<file path="src/rtl/nn_pkg.sv">
// nn_pkg: shared types and constants for the neuron datapath controllers.
package nn_pkg;
  localparam int CFG_ID_W = 32;
  typedef enum logic {IDLE, RUN} weight_seq_state_t;
endpackage

</file>
<file path="src/rtl/weight_seq_ctrl.sv">
// weight_seq_ctrl: weight-memory loader and per-sample read sequencer for one neuron.
module weight_seq_ctrl
  import nn_pkg::*;
#(
  parameter int numWeight    = 3,
  parameter int addressWidth = 10,
  parameter int dataWidth    = 16,
  parameter int layerNo      = 0,
  parameter int neuronNo     = 0
) (
  input  logic                    clk,
  input  logic                    rst_n,
  input  logic                    cfg_valid,
  output logic                    cfg_ready,
  input  logic [CFG_ID_W-1:0]     cfg_layer,
  input  logic [CFG_ID_W-1:0]     cfg_neuron,
  input  logic [dataWidth-1:0]    cfg_data,
  input  logic                    in_valid,
  input  logic [dataWidth-1:0]    in_data,
  output logic                    wm_wr_en,
  output logic [addressWidth-1:0] wm_wr_addr,
  output logic [dataWidth-1:0]    wm_wr_data,
  output logic                    wm_rd_en,
  output logic [addressWidth-1:0] wm_rd_addr,
  output logic                    mac_valid,
  output logic [dataWidth-1:0]    mac_x,
  output logic                    mac_last,
  output logic                    busy
);
  localparam logic [addressWidth-1:0] LAST  = addressWidth'(numWeight - 1);
  localparam logic [addressWidth-1:0] ONE   = addressWidth'(1);
  localparam logic                    MULTI = numWeight > 1;
  weight_seq_state_t       state_q, state_d;
  logic [addressWidth-1:0] wr_cnt_q, wr_cnt_d, rd_cnt_q, rd_cnt_d;
  logic                    mac_valid_q, mac_last_q, rd_last, match;
  logic [dataWidth-1:0]    mac_x_q;
  always_comb begin
    cfg_ready  = state_q == IDLE && !in_valid && !mac_valid_q;
    match      = cfg_layer == CFG_ID_W'(layerNo) && cfg_neuron == CFG_ID_W'(neuronNo);
    wm_wr_en   = cfg_valid && cfg_ready && match;
    wm_wr_addr = wr_cnt_q;
    wm_wr_data = cfg_data;
    wm_rd_en   = in_valid;
    wm_rd_addr = rd_cnt_q;
    rd_last    = rd_cnt_q == LAST;
    wr_cnt_d   = wm_wr_en ? (wr_cnt_q == LAST ? '0 : wr_cnt_q + ONE) : wr_cnt_q;
    rd_cnt_d   = in_valid ? (rd_last ? '0 : rd_cnt_q + ONE) : rd_cnt_q;
    state_d    = !in_valid ? state_q :
                 rd_last ? IDLE :
                 (state_q == IDLE && rd_cnt_q == '0 && MULTI) ? RUN : state_q;
    mac_valid  = mac_valid_q;
    mac_x      = mac_x_q;
    mac_last   = mac_last_q;
    busy       = state_q == RUN || mac_valid_q;
  end
  // Non-matching beats are consumed without touching wr_cnt; inference always wins cfg_ready.
  always_ff @(posedge clk or negedge rst_n) begin
    if (!rst_n) begin
      state_q     <= IDLE;
      wr_cnt_q    <= '0;
      rd_cnt_q    <= '0;
      mac_valid_q <= 1'b0;
      mac_last_q  <= 1'b0;
      mac_x_q     <= '0;
    end else begin
      state_q     <= state_d;
      wr_cnt_q    <= wr_cnt_d;
      rd_cnt_q    <= rd_cnt_d;
      mac_valid_q <= in_valid;
      mac_last_q  <= in_valid && rd_last;
      mac_x_q     <= in_valid ? in_data : mac_x_q;
    end
  end
endmodule

</file>
<file path="config.mk">
export PLATFORM = sky130hd
export DESIGN_NAME = weight_seq_ctrl
export DESIGN_NICKNAME = d
export VERILOG_FILES = /design/src/rtl/nn_pkg.sv /design/src/rtl/weight_seq_ctrl.sv
export SDC_FILE = /design/constraint.sdc
export NUM_CORES = 1
export LEC_CHECK = 0
export ABC_AREA = 1
export BUFFER_PORTS_ARGS = -buffer_cell sky130_fd_sc_hd__buf_2
export CAP_MARGIN = 20
export CORE_MARGIN = 5
export CORE_UTILIZATION = 30
export DETAILED_ROUTE_END_ITERATION = 12
export SYNTH_ARGS = -nofsm -noshare
export SYNTH_HDL_FRONTEND = slang
export SYNTH_SLANG_ARGS = --single-unit
</file>
<file path="constraint.sdc">
create_clock -name clk -period 2.1 [get_ports clk]
set_input_delay 0.105 -clock clk [delete_from_list [all_inputs] [get_ports clk]]
set_output_delay 0.105 -clock clk [all_outputs]
set_load 0.03 [all_outputs]
</file>
==> results of run 1 <==
-- layer usage --
layer	GRT usage (%)	up-vias
met5	0	-
li1	-	1350
met2	23.2	64
met3	3.31	8
met4	2.56	0
met1	15.5	1120
-- layout by cell type (no fill, tap or decap), types with 3 or more instances in the layout --
cell / instances
sky130_fd_sc_hd__nand2_1: 126
sky130_fd_sc_hd__buf_2: 125
sky130_fd_sc_hd__nor2_1: 98
sky130_fd_sc_hd__dfrtp_1: 39
sky130_fd_sc_hd__inv_1: 23
sky130_fd_sc_hd__nand3_1: 13
sky130_fd_sc_hd__nand4_1: 12
sky130_fd_sc_hd__xor2_1: 5
sky130_fd_sc_hd__ha_1: 5
sky130_fd_sc_hd__clkbuf_8: 5
sky130_fd_sc_hd__o21ai_0: 4
sky130_fd_sc_hd__nor3_1: 3
sky130_fd_sc_hd__and3_1: 3
sky130_fd_sc_hd__a21oi_1: 3
-- final cells by class --
| cell class | count | area (um^2) |
|---|---|---|
| fill | 890 | 4920 |
| multi-input combinational | 284 | 1280 |
| sequential | 39 | 976 |
| timing repair buffer | 127 | 643 |
| tap | 105 | 131 |
| inverter | 24 | 92.6 |
| clock buffer | 6 | 72.6 |
| clock inverter | 2 | 60.1 |
-- stage by stage --
step	area [um^2]	util [%]	hold WS, ns	cells
floorplan	2500	-	-0.191	368
global placement	3120	38.1	0.210	578
detailed placement	3120	38.1	0.210	578
CTS	3260	39.9	0.000977	587
global route	3260	39.9	0.00354	587
finish	3260	39.9	0.0113	587
-- cell families after synthesis --
family	count (synthesis)	share of synthesized area, %
flops	39	39.0
xor+xnor	7	2.45
simple gates	264	44.6
buf+inv	45	9.70
compound gates	8	1.70
fa+ha+maj	5	2.50
-- flip-flops by register name, indices dropped and copies added, names as in the netlist --
signal,flops
mac_last,1
mac_valid,1
mac_x,16
state_q,1
wm_rd_addr,10
wm_wr_addr,10
-- worst min-delay path, cell delays in order --
cell and delay, ns:
sky130_fd_sc_hd__buf_2 0.07, sky130_fd_sc_hd__nand2_1 0.04, sky130_fd_sc_hd__nand2_1 0.05
-- path summary, 6_finish.rpt --
kind	from	slack, ns	end	depth (start not counted)
min	in_data[3]	0.01	mac_x[3]	3
max in group asynchronous	rst_n	1.07	wm_wr_addr[0]	2
min in group asynchronous	rst_n	0.47	mac_x[7]	2
max reg2reg	state_q	0.70	wm_wr_addr[6]	6
min reg2reg	mac_x[5]	0.48	mac_x[5]	2
max	state_q	0.43	wm_wr_en	7
-- report_power, final --
group          leakage (nW)  internal [mW]  total, mW  switching [mW]
registers             0.485          0.857      0.963           0.106
clock network        0.0654          0.475      0.736           0.261
logic                  1.24          0.238      0.709           0.470
total                  1.79           1.57       2.41           0.838
-- what timing repair did --
action	CTS	global route
hold buffers	1	0
buffers inserted	0	0
hold endpoints to repair	39	0
==> results.sh, run 1 <==
export IMPL_run_status="completed"
export IMPL_clkSlewWorstSetupHoldPaths_ns=0.08
export IMPL_dp_hpwl_um=5430
export IMPL_clock_tree_root_cell="sky130_fd_sc_hd__clkbuf_8"
export IMPL_synth_largest_area_cell="sky130_fd_sc_hd__dfrtp_1"
export IMPL_list_of_most_frequent_post_synthesis_cells="sky130_fd_sc_hd__nand2_1 (126), sky130_fd_sc_hd__nor2_1 (98), sky130_fd_sc_hd__dfrtp_1 (39), sky130_fd_sc_hd__inv_1 (23), sky130_fd_sc_hd__buf_4 (17)"
export IMPL_viasPerCell=4.33
export IMPL_timing_max_cap_violations=0
export IMPL_detailedPlace_worstSlack_ns=0.695
export IMPL_first_global_vias=2507
export IMPL_synth_seq_cells=39
export IMPL_wirelength_met1_um=2930
export IMPL_drt_antenna_violating_nets=0
export IMPL_cts_buffers_inserted=5
export IMPL_yosys_cell_types_count=24
export IMPL_width_of_the_die_um=101
export IMPL_setup_worst_path_end_class="primary output"
export IMPL_cts_tree="done"
export IMPL_initial_utilization_pct=30.6
export IMPL_fp_row_count=33
export IMPL_wl_um=6690
export IMPL_critical_path_buf_inv_count=2
export IMPL_ant_cells=0
export IMPL_timing_final_crit_period_ns=1.67
export IMPL_worst_ir_drop_vdd_mv=0.586
export IMPL_setup_viol=0
export IMPL_groute_usage_overall_pct=12.9
export IMPL_number_of_enable_type_register_cells_in_the_synthesized_netlist=0
export IMPL_globalRoute_totalOverflow=0
export IMPL_post_synth_inst_count=368
export IMPL_finalPower_mw=2.41
export IMPL_cts_sinks=39
export IMPL_crit_type="reg2out"
export IMPL_synthesis_area_per_instance_um2=6.80
export IMPL_async_flop_share_pct=100
export IMPL_synth_top_area_share_pct=39.0
export IMPL_dieArea_mm2=0.0103
export IMPL_mappedNetlistNets=473
export IMPL_period_share_pct=79.3
export IMPL_timing_critical_path_slowest_cell_delay_ns=0.36
export IMPL_route_vias_total=2542
export IMPL_drt_drc_violations_left=0
export IMPL_timing_worst_slew_pin_value_ns=0.880
export IMPL_post_synth_top_count_cell="sky130_fd_sc_hd__nand2_1"
export IMPL_startpoint_type="flop"
export IMPL_synth_seq_area_share_pct=39.0
export IMPL_synth_main_ff_cell="sky130_fd_sc_hd__dfrtp_1"
export IMPL_clkLatencyLatePin_ns=0.28
export IMPL_critPathTopFamily="simple AND/OR/NAND/NOR gates"
export IMPL_path_common_cell="sky130_fd_sc_hd__nor2_1"
export IMPL_routabilityCongestion=0.852
export IMPL_final_net_count=586
export IMPL_area_growth_pct=30.3
export IMPL_hp_class="in2reg"
export IMPL_htree_num_levels=2
export IMPL_critPathArrivalTime_ns=1.56
export IMPL_post_route_cells_drive_above_1_share_pct=29.5
export IMPL_grt_start_max_net_pins=40
export IMPL_core_mm2=0.00818
export IMPL_drt_iter0_drc=46
export IMPL_worst_endpoint_required_ns=2.00
export IMPL_slowest_stage="sky130_fd_sc_hd__dfrtp_1"
export IMPL_max_slew_margin_pct=41.3
export IMPL_route_top_layer_used="met4"
export IMPL_ioPinCount=158
export IMPL_die_height_um=101
export IMPL_report_final_hold_viol_count=0
export IMPL_final_setup_worst_slack_ns=0.435
export IMPL_setup_total_negative_slack_ns=0
export IMPL_met2_wirelength_um=3220
export IMPL_synth_area_mm2=0.00250
export IMPL_final_report_max_slew_violation_count=0
export IMPL_static_leak_nw=1.79
export IMPL_finalClockSkew_ns=0.00623
export IMPL_synth_warning_count=0
export IMPL_routed_wire_length_per_instance_um=11.4
export IMPL_rsz_0062_raised_after_global_routing="false"
export IMPL_clock_tree_buffer_depth=2
export IMPL_dr_pass1_iters=4
export IMPL_clock_fmax_mhz=600
export IMPL_synth_top_cells_by_area="sky130_fd_sc_hd__dfrtp_1 (39%), sky130_fd_sc_hd__nand2_1 (19%), sky130_fd_sc_hd__nor2_1 (15%), sky130_fd_sc_hd__buf_4 (5.1%), sky130_fd_sc_hd__inv_1 (3.5%)"
export IMPL_number_of_antenna_violations_at_the_first_check_in_global_routing=0
export IMPL_crit_path_max_fanout=3
export IMPL_grt_pass1_wl_um=11000
export IMPL_cellPowerDensity_mw_per_mm2=739
export IMPL_cts_repair_resize_count=0
export IMPL_routed_wl_met3_um=508
export IMPL_port_buffers=125
export IMPL_cell_chain_of_the_critical_path="inv_1 > nand2_1 > nor2_1 > nand3_1 > nor2_1 > and3_1 > buf_2"
Power figures use the tool's default switching activity.
==> run 2, diff against run 1 <==
clock period = 1.5 ns   (was 2.1 ns; I/O delays follow)
==> run 2 against run 1 <==
Sequential share of layout area down 1.8 points. Worst hold slack better by 0.052 ns. Clock skew shrank 0.0015 ns. Global-route usage rose by 1.1 points. Die area stayed put. Final cell count increased by 4.1%. Critical path depth is the same. Clock power decreased by 2.7%. Register-to-register slack got worse by 0.56 ns. Cell area grew 6.6%. Flip-flop and latch count unchanged. Critical endpoint unchanged. Largest cell class unchanged. Largest power group unchanged.
==> results.sh, run 2 (synthesized netlist as in run 1, its figures left out) <==
export IMPL_viasPerCell=4.48
export IMPL_dr_pass1_iters=5
export IMPL_startpoint_type="flop"
export IMPL_reg2regPathDepth=6
export IMPL_drt_drc_violations_left=0
export IMPL_timing_critical_path_slowest_cell_delay_ns=0.41
export IMPL_final_report_max_slew_violation_count=0
export IMPL_htree_num_levels=2
export IMPL_clkLatencyLatePin_ns=0.29
export IMPL_clock_fmax_mhz=685
export IMPL_core_mm2=0.00818
export IMPL_drt_antenna_violating_nets=0
export IMPL_timing_rr_start="wm_rd_addr[1]"
export IMPL_clock_tree_root_cell="sky130_fd_sc_hd__clkbuf_8"
export IMPL_worst_ir_drop_vdd_mv=0.734
export IMPL_route_vias_total=2739
export IMPL_globalRoute_totalOverflow=0
export IMPL_clkSlewWorstSetupHoldPaths_ns=0.08
export IMPL_timing_worst_slew_pin_value_ns=0.507
export IMPL_report_final_hold_viol_count=0
export IMPL_min_to="mac_valid"
export IMPL_worst_endpoint_required_ns=1.42
export IMPL_r2r_slack_ns=0.14
export IMPL_crit_path_max_fanout=2
export IMPL_drt_iter0_drc=67
export IMPL_cts_buffers_inserted=5
export IMPL_grt_start_max_net_pins=23
export IMPL_setup_total_negative_slack_ns=0
export IMPL_dieArea_mm2=0.0103
export IMPL_cell_chain_of_the_critical_path="inv_2 > nand2_4 > nor2_4 > nand3_2 > nor2_2 > and3_4 > buf_6"
export IMPL_cts_tree="done"
export IMPL_fp_row_count=33
export IMPL_timing_final_crit_period_ns=1.46
export IMPL_area_growth_pct=38.8
export IMPL_static_leak_nw=1.87
export IMPL_dp_cells=585
export IMPL_initial_utilization_pct=30.6
export IMPL_die_height_um=101
export IMPL_min_delay_start="in_valid"
export IMPL_post_route_cells_drive_above_1_share_pct=31.6
export IMPL_hold_path_cell_count=1
export IMPL_wl_um=7280
export IMPL_number_of_antenna_violations_at_the_first_check_in_global_routing=0
export IMPL_ant_cells=0
export IMPL_leading_cell_type_in_the_layout_fill_and_taps_excluded="sky130_fd_sc_hd__nand2_1"
export IMPL_most_common_layout_cells="sky130_fd_sc_hd__nand2_1 (125), sky130_fd_sc_hd__buf_2 (124), sky130_fd_sc_hd__nor2_1 (95), sky130_fd_sc_hd__dfrtp_1 (38), sky130_fd_sc_hd__inv_1 (21)"
export IMPL_run_status="completed"
export IMPL_cellPowerDensity_mw_per_mm2=900
export IMPL_final_net_count=610
export IMPL_critPathArrivalTime_ns=1.39
export IMPL_largest_reg_flops=16
export IMPL_routed_wire_length_per_instance_um=11.9
export IMPL_max_slew_margin_pct=66.2
export IMPL_finalClockSkew_ns=0.00474
export IMPL_slowest_stage="sky130_fd_sc_hd__dfrtp_2"
export IMPL_ioPinCount=158
export IMPL_width_of_the_die_um=101
export IMPL_period_share_pct=97.3
export IMPL_filler_cell_count=867
export IMPL_setup_worst_path_end_class="primary output"
export IMPL_routabilityCongestion=0.880
export IMPL_hp_class="in2reg"
export IMPL_layoutNonFillerInstCount=611
export IMPL_cts_sinks=39
export IMPL_groute_usage_overall_pct=14.0
export IMPL_port_buffers=125
export IMPL_dp_hpwl_um=5840
export IMPL_critical_path_reg2reg_endpoint="wm_rd_addr[8]"
export IMPL_timing_max_cap_violations=0
export IMPL_first_global_vias=2613
export IMPL_rsz_0062_raised_after_global_routing="true"
export IMPL_setup_viol=0
export IMPL_crit_type="reg2out"
export IMPL_grt_pass1_wl_um=11900
export IMPL_clock_tree_buffer_depth=2
==> run 2: final cells by class <==
type	instances	area, um^2	area share [%]
multi-input cells	284	1310	37.8
flip-flops and latches	39	977	28.1
repair buffers	151	870	25.0
well taps	105	131	3.78
inverters	24	92.6	2.67
clock buffers	5	68.8	1.98
clock inverters	3	20.0	0.577
==> run 2: worst max-delay path by stage <==
stage | startpoint | to | slack (ns) | cells after the start
final | mac_valid | wm_wr_en | 0.04 | 7
after global routing | mac_valid | wm_wr_en | -0.05 | 7
after CTS | mac_valid | wm_wr_en | 0.01 | 7
after detailed placement | wm_wr_addr[0] | wm_wr_addr[8] | 0.13 | 8
after global placement | mac_valid | wm_wr_en | 0.17 | 7
after floorplan | wm_rd_addr[1] | wm_rd_addr[8] | 0.002 | 6
==> run 2: critical path, delay by kind of cell, from the launching register on <==
kind                   cells  cell delay (ns)
buffers and inverters      2             0.19
AND/OR/NAND/NOR            5             0.50
flip-flops                 1             0.41
==> run 2: repair_timing <==
action	CTS	global route
hold buffers	17	0
endpoints found under the setup margin	1	2
hold endpoints to repair	36	0
buffers inserted	1	0
resized for setup	6	1
pin swaps	3	0
==> run 2: metrics by stage <==
step	util [%]	cell area (um^2)	total power, mW	setup slack (ns)	hold WS (ns)
after floorplan	-	2520	2.06	0.00246	-0.221
after global placement	39.0	3190	2.39	0.172	0.0813
after detailed placement	39.0	3190	2.40	0.129	0.0743
after CTS	42.4	3470	3.19	0.0130	0.0482
after global routing	42.5	3470	3.35	-0.0483	0.0565
final	42.5	3470	3.13	0.0400	0.0629
==> run 2: power breakdown <==
part,switching (mW),total [mW],internal [mW]
Clock,0.392,0.716,0.324
Sequential,0.128,1.33,1.20
Combinational,0.697,1.08,0.386
==> run 2: per-layer routing <==
metal	part of all wire, %	track usage, %	up-vias
li1	-	-	1398
met1	41	17.1	1241
met2	49	23.9	90
met3	8.5	3.86	10
met4	1.4	4.19	0
met5	0	0	-
==> run 3, diff against run 2 <==
ABC_AREA = default   (was 1)
PLACE_DENSITY = 0.66   (was default)
==> run 3 against run 2 <==
Non-clock buffer count up 4. Clock skew rose by 0.00089 ns. Largest cell class is now sequential cells. Critical endpoint is now wm_wr_addr[0]. Fmax shrank 34%. Clock power down 2%. Critical path type is now reg2reg. The run now ends with negative setup slack left. Critical path depth down 1. Cell area is 13% lower.
==> results.sh, run 3 <==
export IMPL_dp_hpwl_um=4640
export IMPL_dp_cells=384
export IMPL_timing_rr_start="mac_valid"
export IMPL_dr_pass1_iters=4
export IMPL_timing_final_crit_period_ns=2.20
export IMPL_wl_um=5860
export IMPL_slowest_stage="sky130_fd_sc_hd__or4_4"
export IMPL_min_to="mac_x[8]"
export IMPL_htree_num_levels=2
export IMPL_drt_iter0_drc=33
export IMPL_max_slew_margin_pct=76.5
export IMPL_dieArea_mm2=0.00844
export IMPL_initial_utilization_pct=31.3
export IMPL_finalClockSkew_ns=0.00562
export IMPL_rsz_0062_raised_after_global_routing="true"
export IMPL_power_share_clock_pct=22.3
export IMPL_viasPerCell=4.84
export IMPL_startpoint_type="flop"
export IMPL_list_of_most_frequent_post_synthesis_cells="sky130_fd_sc_hd__dfrtp_1 (39), sky130_fd_sc_hd__nor4_1 (18), sky130_fd_sc_hd__buf_4 (17), sky130_fd_sc_hd__mux2_2 (16)"
export IMPL_synth_top_area_share_pct=48.5
export IMPL_run_status="complete, but fails checks"
export IMPL_ioPinCount=158
export IMPL_number_of_enable_type_register_cells_in_the_synthesized_netlist=0
export IMPL_critical_path_reg2reg_endpoint="wm_wr_addr[0]"
export IMPL_drt_antenna_violating_nets=0
export IMPL_min_delay_start="in_data[8]"
export IMPL_timing_critical_path_slowest_cell_delay_ns=0.55
export IMPL_cellPowerDensity_mw_per_mm2=1050
export IMPL_groute_usage_overall_pct=13.9
export IMPL_routabilityCongestion=0.790
export IMPL_period_share_pct=147
export IMPL_synthesis_area_per_instance_um2=11.1
export IMPL_static_leak_nw=1.54
export IMPL_worst_endpoint_required_ns=1.68
export IMPL_cts_tree="done"
export IMPL_async_flop_share_pct=100
export IMPL_cts_buffers_inserted=5
export IMPL_ant_cells=0
export IMPL_worst_hold_slack_ns=0.0152
export IMPL_grt_start_max_net_pins=29
export IMPL_combinationalPowerShare_pct=37.2
export IMPL_reg2regPathDepth=6
export IMPL_synth_seq_area_share_pct=48.5
export IMPL_crit_path_max_fanout=3
export IMPL_setup_worst_path_start="mac_valid"
export IMPL_cell_chain_of_the_critical_path="nor3_4 > nand4_1 > or4_4 > or2_4 > buf_4 > mux2_4"
export IMPL_most_common_layout_cells="sky130_fd_sc_hd__buf_2 (124), sky130_fd_sc_hd__dfrtp_1 (33), sky130_fd_sc_hd__buf_4 (24), sky130_fd_sc_hd__nor4_1 (17), sky130_fd_sc_hd__mux2_2 (16)"
export IMPL_internal_power_mw=2.03
export IMPL_leading_cell_type_in_the_layout_fill_and_taps_excluded="sky130_fd_sc_hd__buf_2"
export IMPL_switching_power_mw=1.13
export IMPL_switching_share_pct=35.7
export IMPL_route_vias_total=1936
export IMPL_clkLatencyLatePin_ns=0.29
export IMPL_synth_top_cells_by_area="sky130_fd_sc_hd__dfrtp_1 (49%), sky130_fd_sc_hd__mux2_2 (9.0%), sky130_fd_sc_hd__buf_4 (6.3%), sky130_fd_sc_hd__nor4_1 (5.6%), sky130_fd_sc_hd__xnor2_1 (3.5%)"
export IMPL_area_growth_pct=49.7
export IMPL_timing_worst_slew_pin_value_ns=0.352
export IMPL_post_synth_inst_count=181
export IMPL_drt_drc_violations_left=0
export IMPL_pwr_share_seq_pct=40.6
export IMPL_clkSlewWorstSetupHoldPaths_ns=0.08
export IMPL_width_of_the_die_um=91.9
export IMPL_setup_worst_path_end_class="flop"
export IMPL_mappedNetlistNets=286
export IMPL_synth_seq_cells=39
export IMPL_clock_tree_buffer_depth=2
export IMPL_layoutNonFillerInstCount=400
export IMPL_final_net_count=427
export IMPL_setup_viol=12
export IMPL_first_global_vias=1989
export IMPL_post_synth_top_count_cell="sky130_fd_sc_hd__dfrtp_1"
export IMPL_r2r_slack_ns=-0.70
export IMPL_yosys_cell_types_count=33
export IMPL_grt_pass1_wl_um=9490
export IMPL_largest_reg_flops=16
export IMPL_clock_fmax_mhz=455
export IMPL_timing_max_cap_violations=0
export IMPL_critPathArrivalTime_ns=2.38
export IMPL_die_height_um=91.9
export IMPL_hold_path_cell_count=2
export IMPL_final_report_max_slew_violation_count=0
export IMPL_filler_cell_count=615
export IMPL_report_final_hold_viol_count=0
export IMPL_post_route_cells_drive_above_1_share_pct=62.8
export IMPL_synth_largest_area_cell="sky130_fd_sc_hd__dfrtp_1"
export IMPL_violations="negative setup slack"
export IMPL_synth_warning_count=0
export IMPL_number_of_antenna_violations_at_the_first_check_in_global_routing=0
export IMPL_fp_row_count=29
export IMPL_globalRoute_totalOverflow=0
export IMPL_cts_sinks=39
export IMPL_synth_area_mm2=0.00201
export IMPL_hp_class="in2reg"
export IMPL_port_buffers=125
export IMPL_routed_wire_length_per_instance_um=14.6
export IMPL_core_mm2=0.00642
export IMPL_clock_tree_root_cell="sky130_fd_sc_hd__clkbuf_8"
export IMPL_crit_type="reg2reg"
export IMPL_synth_main_ff_cell="sky130_fd_sc_hd__dfrtp_1"
export IMPL_final_setup_worst_slack_ns=-0.698
export IMPL_worst_ir_drop_vdd_mv=0.595
-- run 3: kinds of logic after synthesis --
kind of cell / Yosys count / share of synthesized area, %
buf+inv: 29 / 9.33
simple gates: 68 / 20.0
xor+xnor: 14 / 6.09
mux: 17 / 9.70
flops: 39 / 48.5
fa+ha+maj: 5 / 3.11
compound gates: 9 / 3.23
-- run 3: cell type report --
cell class / instances / area [um^2] / share of cell area, %
clock inverter: 3 / 20.0 / 0.665
tap: 77 / 96.3 / 3.20
inverter: 8 / 30.0 / 0.997
clock buffer: 5 / 68.8 / 2.29
multi-input combinational: 113 / 937 / 31.1
sequential: 39 / 983 / 32.7
timing repair buffer: 155 / 876 / 29.1
-- run 3: worst max-delay path by stage --
stage | end | slack (ns) | cells past startpoint
5_1_grt | wm_wr_en | -0.77 | 6
3_5_place_dp | wm_wr_addr[2] | -0.57 | 6
6_report | wm_wr_addr[0] | -0.70 | 6
3_3_place_gp | wm_wr_addr[6] | -0.55 | 6
2_1_floorplan | wm_wr_addr[0] | -0.68 | 6
4_1_cts | wm_wr_en | -0.72 | 6
-- run 3: power by group through the flow --
stage               logic (mW)  clock network (mW)  registers (mW)
global route              1.27               0.793            1.30
global placement          1.02                   0            1.29
finish                    1.17               0.703            1.28
floorplan                0.393                   0            1.56
detailed placement        1.04                   0            1.30
CTS                       1.15               0.739            1.28
-- run 3: repair_timing --
item,in CTS,in global routing
hold buffers,2,1
pin swaps,9,3
resized for setup,17,7
hold endpoints to repair,40,1
gates cloned,0,0
buffers inserted,5,0
setup endpoints to repair,15,15
-- run 3: layer usage --
layer	wire, um	track usage, %	vias to the layer above
met5	0	0	-
met4	83	3.96	0
li1	-	-	915
met1	2150	14.7	917
met2	2990	25.2	92
met3	638	5.65	12
-- run 3: critical path, delay by kind of cell (launching register included) --
family	cells	cell delay, ns
simple gates	4	1.21
flops	1	0.43
mux	1	0.29
buf+inv	1	0.16
-- run 3: stage by stage --
step	util (%)	setup TNS, ns	total power [mW]	cell area (um^2)	worst slack (ns)
5_1_grt	46.9	-7.71	3.36	3010	-0.774
3_3_place_gp	42.8	-4.82	2.31	2750	-0.547
4_1_cts	46.1	-7.02	3.17	2960	-0.715
2_1_floorplan	-	-6.09	1.96	2020	-0.684
3_5_place_dp	42.8	-5.14	2.34	2750	-0.573
6_report	46.9	-6.54	3.16	3010	-0.698
